File: config.mk
export PLATFORM = sky130hd
export DESIGN_NAME = interval_timer_ctrl
export DESIGN_NICKNAME = d
export VERILOG_FILES = /design/src/rtl/interval_timer_ctrl.sv
export SDC_FILE = /design/constraint.sdc
export NUM_CORES = 1
export LEC_CHECK = 0
export ABC_AREA = 1
export CAP_MARGIN = 25
export CORE_ASPECT_RATIO = 2
export CORE_MARGIN = 2
export CORE_UTILIZATION = 59
export CTS_CLUSTER_DIAMETER = 150
export CTS_CLUSTER_SIZE = 20
export DETAILED_ROUTE_END_ITERATION = 7
export PLACE_DENSITY = 0.86
export RECOVER_POWER = 50
export SLEW_MARGIN = 20
export SYNTH_ARGS = -nofsm -noshare
export SYNTH_HDL_FRONTEND = slang
export SYNTH_SLANG_ARGS = --single-unit
File: constraint.sdc
create_clock -name clk -period 6.82 [get_ports clk]
set_input_delay 0.682 -clock clk [delete_from_list [all_inputs] [get_ports clk]]
set_output_delay 0.682 -clock clk [all_outputs]
set_load 0.01 [all_outputs]
File: src/rtl/interval_timer_ctrl.sv
`default_nettype none
`timescale 1ns/1ps
// ============================================================================
//  Module   : interval_timer_ctrl
//  Purpose  : Programmable interval timer controller. A WIDTH-bit up counter
//             advances once every (prescale+1) clocks while running and
//             expires when it reaches the programmed limit. It can run in
//             one-shot or periodic mode, and it drives a sticky interrupt
//             with acknowledge and overrun detection.
//  Ports    :
//    clk           - clock, all state changes on the rising edge
//    reset         - asynchronous, active-high reset
//    cfg_valid     - configuration offered
//    cfg_ready     - configuration can be accepted (not running)
//    cfg_limit     - terminal count value
//    cfg_prescale  - counter advances every cfg_prescale+1 cycles
//    cfg_periodic  - 1 = auto-reload on expiry, 0 = one-shot
//    start         - begin counting from 0 (ignored while running)
//    stop          - halt counting (only while running)
//    busy          - running
//    count         - current counter value
//    expire        - one-cycle registered pulse per expiry
//    irq           - sticky interrupt, cleared by irq_ack
//    irq_ack       - interrupt acknowledge
//    overrun       - sticky: an expiry occurred while irq was still pending
//  Revision : 1.0 - initial release
// ============================================================================
module interval_timer_ctrl #(
  parameter int WIDTH      = 32,
  parameter int PRESCALE_W = 8
) (
  input  logic                  clk,
  input  logic                  reset,
  input  logic                  cfg_valid,
  output logic                  cfg_ready,
  input  logic [WIDTH-1:0]      cfg_limit,
  input  logic [PRESCALE_W-1:0] cfg_prescale,
  input  logic                  cfg_periodic,
  input  logic                  start,
  input  logic                  stop,
  output logic                  busy,
  output logic [WIDTH-1:0]      count,
  output logic                  expire,
  output logic                  irq,
  input  logic                  irq_ack,
  output logic                  overrun
);

  typedef enum logic [1:0] {
    ST_IDLE = 2'd0,
    ST_RUN  = 2'd1,
    ST_DONE = 2'd2
  } state_t;

  state_t                state_q,    state_d;
  logic [WIDTH-1:0]      count_q,    count_d;
  logic [WIDTH-1:0]      limit_q,    limit_d;
  logic [PRESCALE_W-1:0] presc_q,    presc_d;
  logic [PRESCALE_W-1:0] prescale_q, prescale_d;
  logic                  periodic_q, periodic_d;
  logic                  expire_q,   expire_d;
  logic                  irq_q,      irq_d;
  logic                  overrun_q,  overrun_d;

  logic running;
  logic cfg_xfer;
  logic tick;
  logic expiry;

  // Configuration is only accepted while the counter is not running, so the
  // stored limit/prescale can never change underneath an active count.
  assign running  = (state_q == ST_RUN);
  assign cfg_xfer = cfg_valid && !running;

  // A tick is the edge at which the prescaler wraps; the counter only moves
  // on ticks. Expiry is a tick that finds the counter already at the limit,
  // which is what keeps count from ever exceeding limit.
  assign tick     = running && (presc_q == prescale_q);
  assign expiry   = tick && (count_q == limit_q);

  // --------------------------------------------------------------------------
  // State register and datapath flops
  // --------------------------------------------------------------------------
  always_ff @(posedge clk or posedge reset) begin
    if (reset) begin
      state_q    <= ST_IDLE;
      count_q    <= '0;
      limit_q    <= '0;
      presc_q    <= '0;
      prescale_q <= '0;
      periodic_q <= 1'b0;
      expire_q   <= 1'b0;
      irq_q      <= 1'b0;
      overrun_q  <= 1'b0;
    end else begin
      state_q    <= state_d;
      count_q    <= count_d;
      limit_q    <= limit_d;
      presc_q    <= presc_d;
      prescale_q <= prescale_d;
      periodic_q <= periodic_d;
      expire_q   <= expire_d;
      irq_q      <= irq_d;
      overrun_q  <= overrun_d;
    end
  end

  // --------------------------------------------------------------------------
  // Next-state and datapath logic
  // --------------------------------------------------------------------------
  always_comb begin
    state_d    = state_q;
    count_d    = count_q;
    limit_d    = limit_q;
    presc_d    = presc_q;
    prescale_d = prescale_q;
    periodic_d = periodic_q;

    case (state_q)
      ST_RUN: begin
        if (expiry) begin
          // An expiry is always fully processed, even when stop arrives on
          // the same edge; stop then only overrides where we end up.
          presc_d = '0;
          if (periodic_q) begin
            count_d = '0;
          end else begin
            state_d = ST_DONE;
          end
          if (stop) begin
            state_d = ST_IDLE;
          end
        end else if (stop) begin
          // Count and prescaler freeze in place so software can read where
          // the timer was halted.
          state_d = ST_IDLE;
        end else if (tick) begin
          presc_d = '0;
          count_d = count_q + WIDTH'(1);
        end else begin
          presc_d = presc_q + PRESCALE_W'(1);
        end
      end

      default: begin
        // IDLE, DONE (and any unreachable encoding) behave alike: accept a
        // configuration and/or a start. Start uses the configuration written
        // on the same edge because the new values land in the same flops.
        if (cfg_xfer) begin
          limit_d    = cfg_limit;
          prescale_d = cfg_prescale;
          periodic_d = cfg_periodic;
          count_d    = '0;
          presc_d    = '0;
        end
        if (start) begin
          state_d = ST_RUN;
          count_d = '0;
          presc_d = '0;
        end
      end
    endcase
  end

  // --------------------------------------------------------------------------
  // Interrupt, overrun and expire pulse
  // --------------------------------------------------------------------------
  always_comb begin
    expire_d  = expiry;
    irq_d     = irq_q;
    overrun_d = overrun_q;

    if (expiry) begin
      // Setting irq takes priority over an acknowledge on the same edge; the
      // acknowledge still clears overrun because software has now seen it.
      irq_d = 1'b1;
      if (irq_q && !irq_ack) begin
        overrun_d = 1'b1;
      end else if (irq_ack) begin
        overrun_d = 1'b0;
      end
    end else if (irq_ack) begin
      irq_d     = 1'b0;
      overrun_d = 1'b0;
    end
  end

  // --------------------------------------------------------------------------
  // Outputs
  // --------------------------------------------------------------------------
  assign cfg_ready = !running;
  assign busy      = running;
  assign count     = count_q;
  assign expire    = expire_q;
  assign irq       = irq_q;
  assign overrun   = overrun_q;

endmodule
`default_nettype wire
-- Yosys cells after proc, flatten, opt, wreduce, memory -nomap -nowiden
Index checks and enable logic that the tools add are counted.
- mux-type cells: 24
- reductions and logical operators: 13
- add/subtract/negate cells: 2
- bitwise logic cells: 1
- equal/unequal tests: 8
- operators by type and width (operator ; count):
    two-way mux 32 bit ; 7
    two-way mux 8 bit ; 6
    adder 32 x 1 -> 32 bit (second input constant) ; 1
    equality test 32 bit ; 1
    two-way mux 2 bit ; 6
    != test 3 bit (second input constant) ; 4
    adder 8 x 1 -> 8 bit (second input constant) ; 1
    equality test 8 bit ; 1
    two-way mux 1 bit ; 5
    logical AND 1 bit ; 4
    AND reduction 2 bit ; 2
    AND reduction 4 bit ; 1
    nonzero test 2 bit ; 2
    != test 3 x 2 -> 1 bit (second input constant) ; 1
    AND reduction 3 bit ; 1
    nonzero test 3 bit ; 1
    equality test 2 x 1 -> 1 bit (second input constant) ; 1
    zero test 1 bit ; 2
    inverter 1 bit ; 1
- logic and storage cells: 57
- output and inout bits: 37
- register bits after elaboration: 86

-- Logic depth before layout (Yosys ltp)
Gate-level depths: netlist of run 1.
- depth in word-level cells: 6
- gate-level depth with buffers: 16
- gate-level depth less buffers: 14

-- Least setup slack after synthesis of run 1
Ideal clock, no wire load.
- kind: reg-to-reg
- start point: reg count_q[0] (netlist: count[0])
- end point: reg count_q[26] (netlist: count[26])
- data required time: 6.700 ns
- period minus slack after synthesis: 1.869 ns
- setup time: 0.120 ns
- stages on the path, launching flop included: 13
- arrival: 1.748 ns
- setup slack: 4.951 ns
- path through: dfrtp_1 ha_1 nand3_1 inv_1 nand2_1 nor2_1 nand2_1 nor2_1 nand4_1 nand3_1 nor2_1 nand2_1 nand2_1
- cells in the longest elaborated chain, start to end: 5
- elaborated cells between the ends (all ways): 11
- RTL lines (what ; line ; source):
    start, declared ; 56 ; logic [WIDTH-1:0] count_q, count_d;
    start signal, assigned ; 97 ; count_q <= count_d;
    adder 32 x 1 -> 32 bit ; 139 ; count_d = count_q + WIDTH'(1);
    two-way mux 32 bit ; 137 ; end else if (tick) begin
    two-way mux 32 bit ; 133 ; end else if (stop) begin
    two-way mux 32 bit ; 121 ; if (expiry) begin
    two-way mux 32 bit ; 119 ; case (state_q)
Parallel ways exist; a longest one is shown, timed or not. The select of a mux whose other input is x is not followed.
A chain may end at the register's enable or synchronous reset.

-- Final worst setup path of run 1
- start point: in cfg_valid
- end point: reg limit_q[6]
- cells in the longest elaborated chain, start to end: 2
- RTL lines (what ; line ; source):
    start, declared ; 34 ; input logic cfg_valid,
    logical AND 1 bit ; 73 ; assign cfg_xfer = cfg_valid && !running;
    AND reduction 2 bit (no line) ; n/a ;
    end signal, assigned ; 98 ; limit_q <= limit_d;
    end, declared ; 57 ; logic [WIDTH-1:0] limit_q, limit_d;
No other way between the ends.

==> impl_metrics.json, run 1 <==
{
  "drt_drc_violations_left": 0,
  "ys_types": 35,
  "cts_buffers": 9,
  "via_count": 5655,
  "p_per_area_nw_per_um2": 240,
  "filler_cell_count": 783,
  "cp-start-kind": "input port",
  "cts_tree": "done",
  "ys_seq_elements": 86,
  "holdWs_ns": 0.519,
  "fin_crit_ns": 3.94,
  "postPlaceCellArea_sq_um": 6470,
  "grt_pass1_vias": 5679,
  "floorplan.initialDensity_pct": 60.5,
  "grtUsageTotal_pct": 34.0,
  "h-tree-depth": 3,
  "drv_slew": 77,
  "ctsResizeCount": 0,
  "hold_violations": 0,
  "hpwl_microns": 12500,
  "vdd_drop_max_v": 0.000183,
  "io_buffers": 83,
  "syn_avg_cell_area_sq_um": 6.70,
  "ant_nets": 0,
  "antenna_found_initial": 0,
  "synth_cells": 841,
  "area_growth_pct": 20.3,
  "drive_gt1_share_pct": 8.86,
  "fp-row-count": 50,
  "crit_type": "in -> reg",
  "avgRoutedWirePerCell_microns": 16.6,
  "arrival_ns": 4.16,
  "grt.overflow.total": 0,
  "drt_iter0_markers": 357,
  "ys.warnings.count": 0,
  "syn_nets": 890,
  "worst_slew_pin_slew_ns": 3.30,
  "dr.pass1.iters": 8,
  "ctsHoldBuffers": 0,
  "cts_sinks": 86,
  "path_clk_slew_ns": 0.06,
  "grt_pass1_wl_microns": 26900,
  "seq_area_sq_um": 2150,
  "violations": "max-capacitance violations, max-slew violations",
  "skew_ns": 0.00768,
  "insertion_delay_ns": 0.34,
  "stdcell_area_sq_um": 6780,
  "fmax_mhz": 254,
  "viasPerCell": 5.56,
  "post-route-period-util_pct": 57.8,
  "postLayoutCoreUtil_pct": 72.8,
  "status": "finished with violations",
  "ctsRootBufferMaster": "clkbuf_16",
  "n_antenna_cell": 0,
  "netlist_area_sq_um": 5640,
  "multi_input_area_sq_um": 2900,
  "hp-class": "reg -> reg",
  "fp.dieW_microns": 73.1,
  "dieArea_sq_um": 10400,
  "cts_setup_buffers": 0,
  "required_ns": 7.04,
  "finalSetupViolations": 0,
  "max_slew_margin_pct": -120,
  "rsz0062_at_grt": "no",
  "fp.dieH_microns": 142,
  "leakage_nw": 3.21,
  "nets": 960,
  "fin_total_pwr_mw": 1.63,
  "drv_cap": 1,
  "synth_seq_area_share_pct": 38.2,
  "finalSetupTns_ns": 0,
  "ios": 84,
  "cp_max_fo": 76,
  "clock_path_buffers": 2,
  "endpoint_kind": "flip-flop",
  "gp_congestion": 0.981,
  "routed_wirelength_microns": 16900,
  "core_area_sq_um": 9320,
  "grt_max_degree": 87
}
==> path summary, 6_finish.rpt <==
path	startpoint	endpoint	slack [ns]	cells past startpoint
max reg2reg	state_q[1]	limit_q[6]	3.19	5
min in group asynchronous	reset	limit_q[30]	1.04	3
max in group asynchronous	reset	limit_q[8]	5.24	3
min	overrun	overrun	0.52	2
max	cfg_valid	limit_q[6]	2.88	4
min reg2reg	overrun	overrun	0.52	2
==> flip-flops by register name (all words and copies together), names as in the netlist <==
register,flops
count,32
limit_q,32
presc_q,8
prescale_q,8
state_q,2
expire,1
irq,1
overrun,1
periodic_q,1
==> power breakdown <==
| part | leakage, nW | internal (mW) | switching [mW] |
|---|---|---|---|
| clock network | 0.155 | 0.354 | 0.192 |
| logic | 1.98 | 0.161 | 0.268 |
| registers | 1.07 | 0.583 | 0.0671 |
==> cell type report <==
class	instances	area share [%]
inverter	113	6.27
tap	104	1.92
sequential	86	31.7
clock buffer	10	3.38
timing repair buffer	85	12.5
clock inverter	4	1.44
multi-input combinational	616	42.8
==> critical path, stage by stage <==
cell and delay (ns):
dlygate4sd3_1 0.56, nand2_2 0.07, clkbuf_1 2.32, mux2_2 0.49
==> placed cells by master, fill, tap and decap left out, types with 2 or more instances in the layout <==
master           instances
nor3b_1                  4
clkbuf_16                9
xnor2_2                  3
inv_1                   74
nand4_1                 22
nand3_1                 39
nand2_2                 12
a31oi_1                  3
dfrtp_1                 86
dlygate4sd3_1            2
nor3_1                   6
inv_2                   34
clkbuf_1                 2
bufinv_16                3
nor4_1                   4
xnor2_1                  7
mux2_2                   6
and2_1                   2
clkdlybuf4s50_1         81
a21oi_1                 35
nand2_1                248
ha_1                     2
xor2_1                  22
o21ai_1                 32
clkinv_1                 4
o21ai_0                 16
nor2_2                   7
nor2_1                 139
==> cell usage after synthesis <==
cell type	number	area share, %
inv_2	37	2.5
o21ai_0	16	1.4
xor2_1	22	3.4
ha_1	2	0.44
nand2_4	1	0.20
inv_1	73	4.9
nand3_4	1	0.31
o21ai_1	32	2.8
buf_4	2	0.27
a21oi_1	35	3.1
nor4_1	4	0.44
or2_2	1	0.11
dfrtp_1	86	38
nor2_4	1	0.20
nor2_2	7	0.78
clkbuf_1	8	0.53
o22ai_1	1	0.11
nor3b_1	4	0.53
clkinv_1	3	0.20
buf_2	12	1.1
nor2_8	1	0.36
nand4_1	22	2.4
a31oi_1	3	0.33
and2_1	2	0.22
nand3b_1	1	0.13
nand2_1	249	17
nor2_1	139	9.3
xnor2_2	3	0.87
mux2_2	6	1.2
o31ai_1	1	0.13
nor3_1	6	0.53
buf_6	4	0.80
nand2_2	11	1.2
nand3_1	38	3.4
xnor2_1	7	1.1
==> through the flow <==
stage               setup slack, ns  std cells
floorplan                      3.92        841
global placement               4.32       1004
detailed placement             4.23       1004
CTS                            4.22       1018
global route                   2.66       1018
finish                         2.88       1018
==> logic make-up (layout without fill, tap and decap cells) <==
logic type | after synthesis | count (layout) | share of synthesized area, %
and+or+nand+nor | 488 | 488 | 36.7
adders and majority gates | 2 | 2 | 0.444
DFF | 86 | 86 | 38.2
AOI/OAI and AO/OA | 88 | 88 | 7.95
muxes | 6 | 6 | 1.20
buffers and inverters | 139 | 212 | 10.2
xor gates and xnor gates | 32 | 32 | 5.37
==> routing by layer <==
metal / track usage, % / routed length, microns
met5: 0 / 0
met1: 35.7 / 6040
met2: 58.3 / 8720
met3: 5.67 / 827
met4: 25.9 / 1310
Note: power is estimated with default switching activity, not from simulation.
==> run 2: changes to the inputs <==
--- a/config.mk
+++ b/config.mk
@@ -9,11 +9,11 @@
 export CAP_MARGIN = 25
 export CORE_ASPECT_RATIO = 2
 export CORE_MARGIN = 2
-export CORE_UTILIZATION = 59
+export CORE_UTILIZATION = 55
 export CTS_CLUSTER_DIAMETER = 150
 export CTS_CLUSTER_SIZE = 20
 export DETAILED_ROUTE_END_ITERATION = 7
-export PLACE_DENSITY = 0.86
+export PLACE_DENSITY = 0.81
 export RECOVER_POWER = 50
 export SLEW_MARGIN = 20
 export SYNTH_ARGS = -nofsm -noshare
==> constraint.sdc (replaced) <==
create_clock -name clk -period 3.73 [get_ports clk]
set_input_delay 0.373 -clock clk [delete_from_list [all_inputs] [get_ports clk]]
set_output_delay 0.373 -clock clk [all_outputs]
set_load 0.01 [all_outputs]
==> impl_metrics.json, run 2 (synthesized netlist as in run 1, its figures left out) <==
{
  "fin_total_pwr_mw": 3.04,
  "cts_buffers": 9,
  "r2r-end": "count[12]",
  "drv_cap": 1,
  "insertion_delay_ns": 0.34,
  "crit_end": "count[12]",
  "fp.dieH_microns": 147,
  "antenna_found_initial": 0,
  "reg2reg_from": "count[23]",
  "clkPwrFrac_pct": 35.4,
  "max_slew_margin_pct": -28.2,
  "via_count": 5621,
  "post-route-period-util_pct": 71.6,
  "ant_nets": 0,
  "switching_share_pct": 31.8,
  "cts_setup_buffers": 0,
  "clock_path_buffers": 2,
  "filler_cell_count": 906,
  "ctsRootBufferMaster": "clkbuf_16",
  "vdd_drop_max_v": 0.000289,
  "drt_drc_violations_left": 0,
  "grt_pass1_vias": 5368,
  "cp_max_fo": 44,
  "fp.dieW_microns": 75.6,
  "required_ns": 4.01,
  "dieArea_sq_um": 11100,
  "p_int_mw": 2.08,
  "cts_tree": "done",
  "grt_max_degree": 78,
  "skew_ns": 0.00683,
  "nets": 960,
  "dp_slack_ns": 1.13,
  "n_antenna_cell": 0,
  "grt_pass1_wl_microns": 25800,
  "p_per_area_nw_per_um2": 444,
  "drv_slew": 78,
  "r2r_slack_ns": 1.06,
  "layout_commonest_cell": "nand2_1",
  "dr.pass1.iters": 6,
  "violations": "max-capacitance violations, max-slew violations",
  "fmax_mhz": 375,
  "status": "finished with violations",
  "grt.overflow.total": 0,
  "avgRoutedWirePerCell_microns": 15.5,
  "ctsResizeCount": 0,
  "hpwl_microns": 12000,
  "ctsHoldBuffers": 0,
  "cts_sinks": 86,
  "leakage_nw": 3.25,
  "seqPwrFrac_pct": 39.2,
  "io_buffers": 83,
  "power_switching_uw": 968,
  "postPlaceCellArea_sq_um": 6530,
  "arrival_ns": 2.95,
  "stdcell_area_sq_um": 6860,
  "h-tree-depth": 3,
  "fp-row-count": 52,
  "grtUsageTotal_pct": 30.7,
  "ios": 84,
  "viasPerCell": 5.35,
  "routed_wirelength_microns": 16300,
  "hp-class": "in -> async",
  "worst_slew_pin_slew_ns": 1.92,
  "rsz0062_at_grt": "no",
  "area_growth_pct": 21.7,
  "crit_path_start": "count[23]",
  "finalSetupTns_ns": 0,
  "power_frac_comb_pct": 25.4,
  "finalSetupViolations": 0,
  "crit_type": "reg -> reg",
  "gp_congestion": 0.915,
  "path_clk_slew_ns": 0.06,
  "drive_gt1_share_pct": 9.07,
  "hold_violations": 0,
  "reg2regPathDepth": 11,
  "layout_common_cells": "nand2_1 (250), nor2_1 (139), dfrtp_1 (86)",
  "drt_iter0_markers": 361,
  "cp-start-kind": "flip-flop",
  "floorplan.initialDensity_pct": 56.3,
  "endpoint_kind": "flip-flop",
  "core_area_sq_um": 10000,
  "finalWorstSetupSlack_ns": 1.06,
  "fin_crit_ns": 2.67
}
-- run 2: routing by layer --
layer	track usage, %	up-vias	wire length [microns]
met2	53.0	215	8630
met3	4.87	62	672
li1	-	2756	-
met5	0	-	0
met4	19.1	0	1040
met1	33.4	2588	5970
-- run 2: cell type report --
cell class | count | area (sq um) | share of cell area [%]
inverter | 113 | 425 | 6.20
clock buffer | 11 | 233 | 3.39
clock inverter | 4 | 120 | 1.75
tap | 135 | 169 | 2.46
sequential | 86 | 2150 | 31.4
timing repair buffer | 85 | 856 | 12.5
multi-input combinational | 616 | 2910 | 42.4
-- run 2: worst min path at each step --
stage | from | cells after the start | to
floorplan | irq_ack | 1 | overrun
global placement | overrun | 2 | overrun
detailed placement | overrun | 2 | overrun
CTS | reset | 2 | prescale_q[1]
global route | reset | 2 | prescale_q[1]
finish | reset | 2 | limit_q[24]
-- run 2: power by group through the flow --
stage | clock network, mW | logic [mW] | registers, mW
after floorplan | 0 | 0.560 | 1.17
after global placement | 0 | 0.762 | 1.20
after detailed placement | 0 | 0.776 | 1.21
after CTS | 1.08 | 0.781 | 1.19
after global routing | 1.13 | 0.871 | 1.21
final | 1.08 | 0.775 | 1.19
-- run 2: through the flow --
| stage | instances | util, % | hold slack [ns] |
|---|---|---|---|
| 2_1_floorplan | 841 | - | 0.470 |
| 3_3_place_gp | 1035 | 65.2 | 0.509 |
| 3_5_place_dp | 1035 | 65.2 | 0.524 |
| 4_1_cts | 1050 | 68.7 | 0.259 |
| 5_1_grt | 1050 | 68.5 | 0.488 |
| 6_report | 1050 | 68.5 | 0.454 |
-- run 2: worst max-delay path: stages, from the launching register on --
cell     delay [ns]
dfrtp_1        0.48
xnor2_1        0.30
nand2_1        0.09
nor2_1         0.14
nand2_1        0.08
nor2_2         0.15
nand3_4        0.15
nand2_2        0.12
nand2_4        0.29
nor2_8         0.56
nand2_1        0.11
nand2_1        0.10
==> run 3: changes to the inputs <==
==> constraint.sdc (replaced) <==
create_clock -name clk -period 2.5 [get_ports clk]
set_input_delay 0.25 -clock clk [delete_from_list [all_inputs] [get_ports clk]]
set_output_delay 0.25 -clock clk [all_outputs]
set_load 0.01 [all_outputs]
==> impl_metrics.json, run 3 (synthesized netlist as in run 1, its figures left out) <==
{
  "hpwl_microns": 12600,
  "grt.overflow.total": 0,
  "ctsHoldBuffers": 0,
  "worst_slew_pin_slew_ns": 1.18,
  "grt_use_met1_pct": 33.1,
  "clock_path_buffers": 2,
  "fp.dieW_microns": 75.6,
  "use_met2_pct": 55.1,
  "via_count": 5611,
  "viasPerCell": 5.26,
  "busiest_layer": "met2",
  "grt_pass1_wl_microns": 25700,
  "fmax_mhz": 441,
  "dieArea_sq_um": 11100,
  "ios": 84,
  "finalSetupViolations": 0,
  "dr.pass1.iters": 6,
  "finalSetupTns_ns": 0,
  "crit_type": "reg -> reg",
  "fp.dieH_microns": 147,
  "avgRoutedWirePerCell_microns": 15.2,
  "grtUsageTotal_pct": 30.7,
  "status": "finished, final reports clean",
  "endpoint_kind": "flip-flop",
  "post-route-period-util_pct": 90.7,
  "antenna_found_initial": 0,
  "r2r_slack_ns": 0.23,
  "cts_sinks": 86,
  "drv_slew": 0,
  "hp-class": "in -> reg",
  "grtUsageMet3_pct": 3.43,
  "n_antenna_cell": 0,
  "layout_commonest_cell": "nand2_1",
  "grt_max_degree": 51,
  "io_buffers": 83,
  "hold_violations": 0,
  "leakage_nw": 3.28,
  "floorplan.initialDensity_pct": 56.3,
  "drv_cap": 0,
  "core_area_sq_um": 10000,
  "p_per_area_nw_per_um2": 605,
  "h-tree-depth": 3,
  "path_clk_slew_ns": 0.06,
  "fp-row-count": 52,
  "rsz0062_at_grt": "no",
  "required_ns": 2.72,
  "cts_buffers": 9,
  "ctsRootBufferMaster": "clkbuf_16",
  "insertion_delay_ns": 0.34,
  "nets": 977,
  "drive_gt1_share_pct": 10.6,
  "grt_pass1_vias": 5486,
  "holdPathStages": 3,
  "fin_total_pwr_mw": 4.18,
  "cp-start-kind": "flip-flop",
  "layout_common_cells": "nand2_1 (250), nor2_1 (138), dfrtp_1 (86)",
  "fin_crit_ns": 2.27,
  "drt_iter0_markers": 414,
  "routed_wirelength_microns": 16300,
  "gp_congestion": 0.998,
  "drt_drc_violations_left": 0,
  "max_slew_margin_pct": 21.1,
  "ant_nets": 0,
  "reg2regPathDepth": 11,
  "vdd_drop_max_v": 0.000380,
  "skew_ns": 0.00758,
  "cts_tree": "done",
  "area_growth_pct": 22.6,
  "cp_max_fo": 8,
  "arrival_ns": 2.49
}
==> run 3: repair_timing <==
item,in CTS,in global routing
hold endpoints to repair,0,0
buffers inserted,0,0
setup endpoints to repair,0,2
gates resized for setup,0,1
==> run 3: per-layer routing <==
metal	wire length (microns)	share of wire (%)	vias to the layer above
met4	845	5.2	0
li1	-	-	2788
met1	6100	38	2580
met2	8740	54	188
met3	560	3.4	55
met5	0	0	-
==> run 3: worst paths after layout <==
kind	startpoint	end
max	count[0]	count[22]
min	cfg_limit[16]	limit_q[16]
max reg2reg	count[0]	count[22]
min reg2reg	overrun	overrun
max in group asynchronous	reset	count[7]
min in group asynchronous	reset	prescale_q[1]
==> run 3: final cells by class <==
cell class / count / area, sq um
Fill cell: 920 / 3110
Multi-Input combinational cell: 616 / 2910
Sequential cell: 86 / 2150
Timing Repair Buffer: 102 / 997
Inverter: 113 / 425
Clock buffer: 11 / 233
Tap cell: 135 / 169
Clock inverter: 4 / 25.0
==> run 3: power breakdown <==
part	internal (mW)	switching [mW]	total, mW
sequential	1.59	0.183	1.77
combinational	0.468	0.750	1.22
clock	0.664	0.527	1.19
==> run 3: worst max-delay path, cell delays in order (launching register included) <==
cell and delay (ns):
dfrtp_1 0.50, ha_1 0.24, nand3_1 0.19, inv_1 0.13, nand2_1 0.11, nor2_2 0.19
nand2_1 0.13, nor2_1 0.27, xor2_1 0.18, nor2_1 0.06, nand2_1 0.07, nand2_1 0.05
==> run 3: per-stage QoR <==
stage,setup WS [ns],std cells,hold slack (ns),area (sq um),util [%]
2_1_floorplan,0.0282,841,0.347,5640,-
3_3_place_gp,0.261,1052,0.512,6680,66.7
3_5_place_dp,0.236,1052,0.523,6680,66.7
4_1_cts,0.186,1067,0.258,6940,69.3
5_1_grt,0.0630,1067,0.500,6910,69.0
6_report,0.233,1067,0.477,6910,69.0
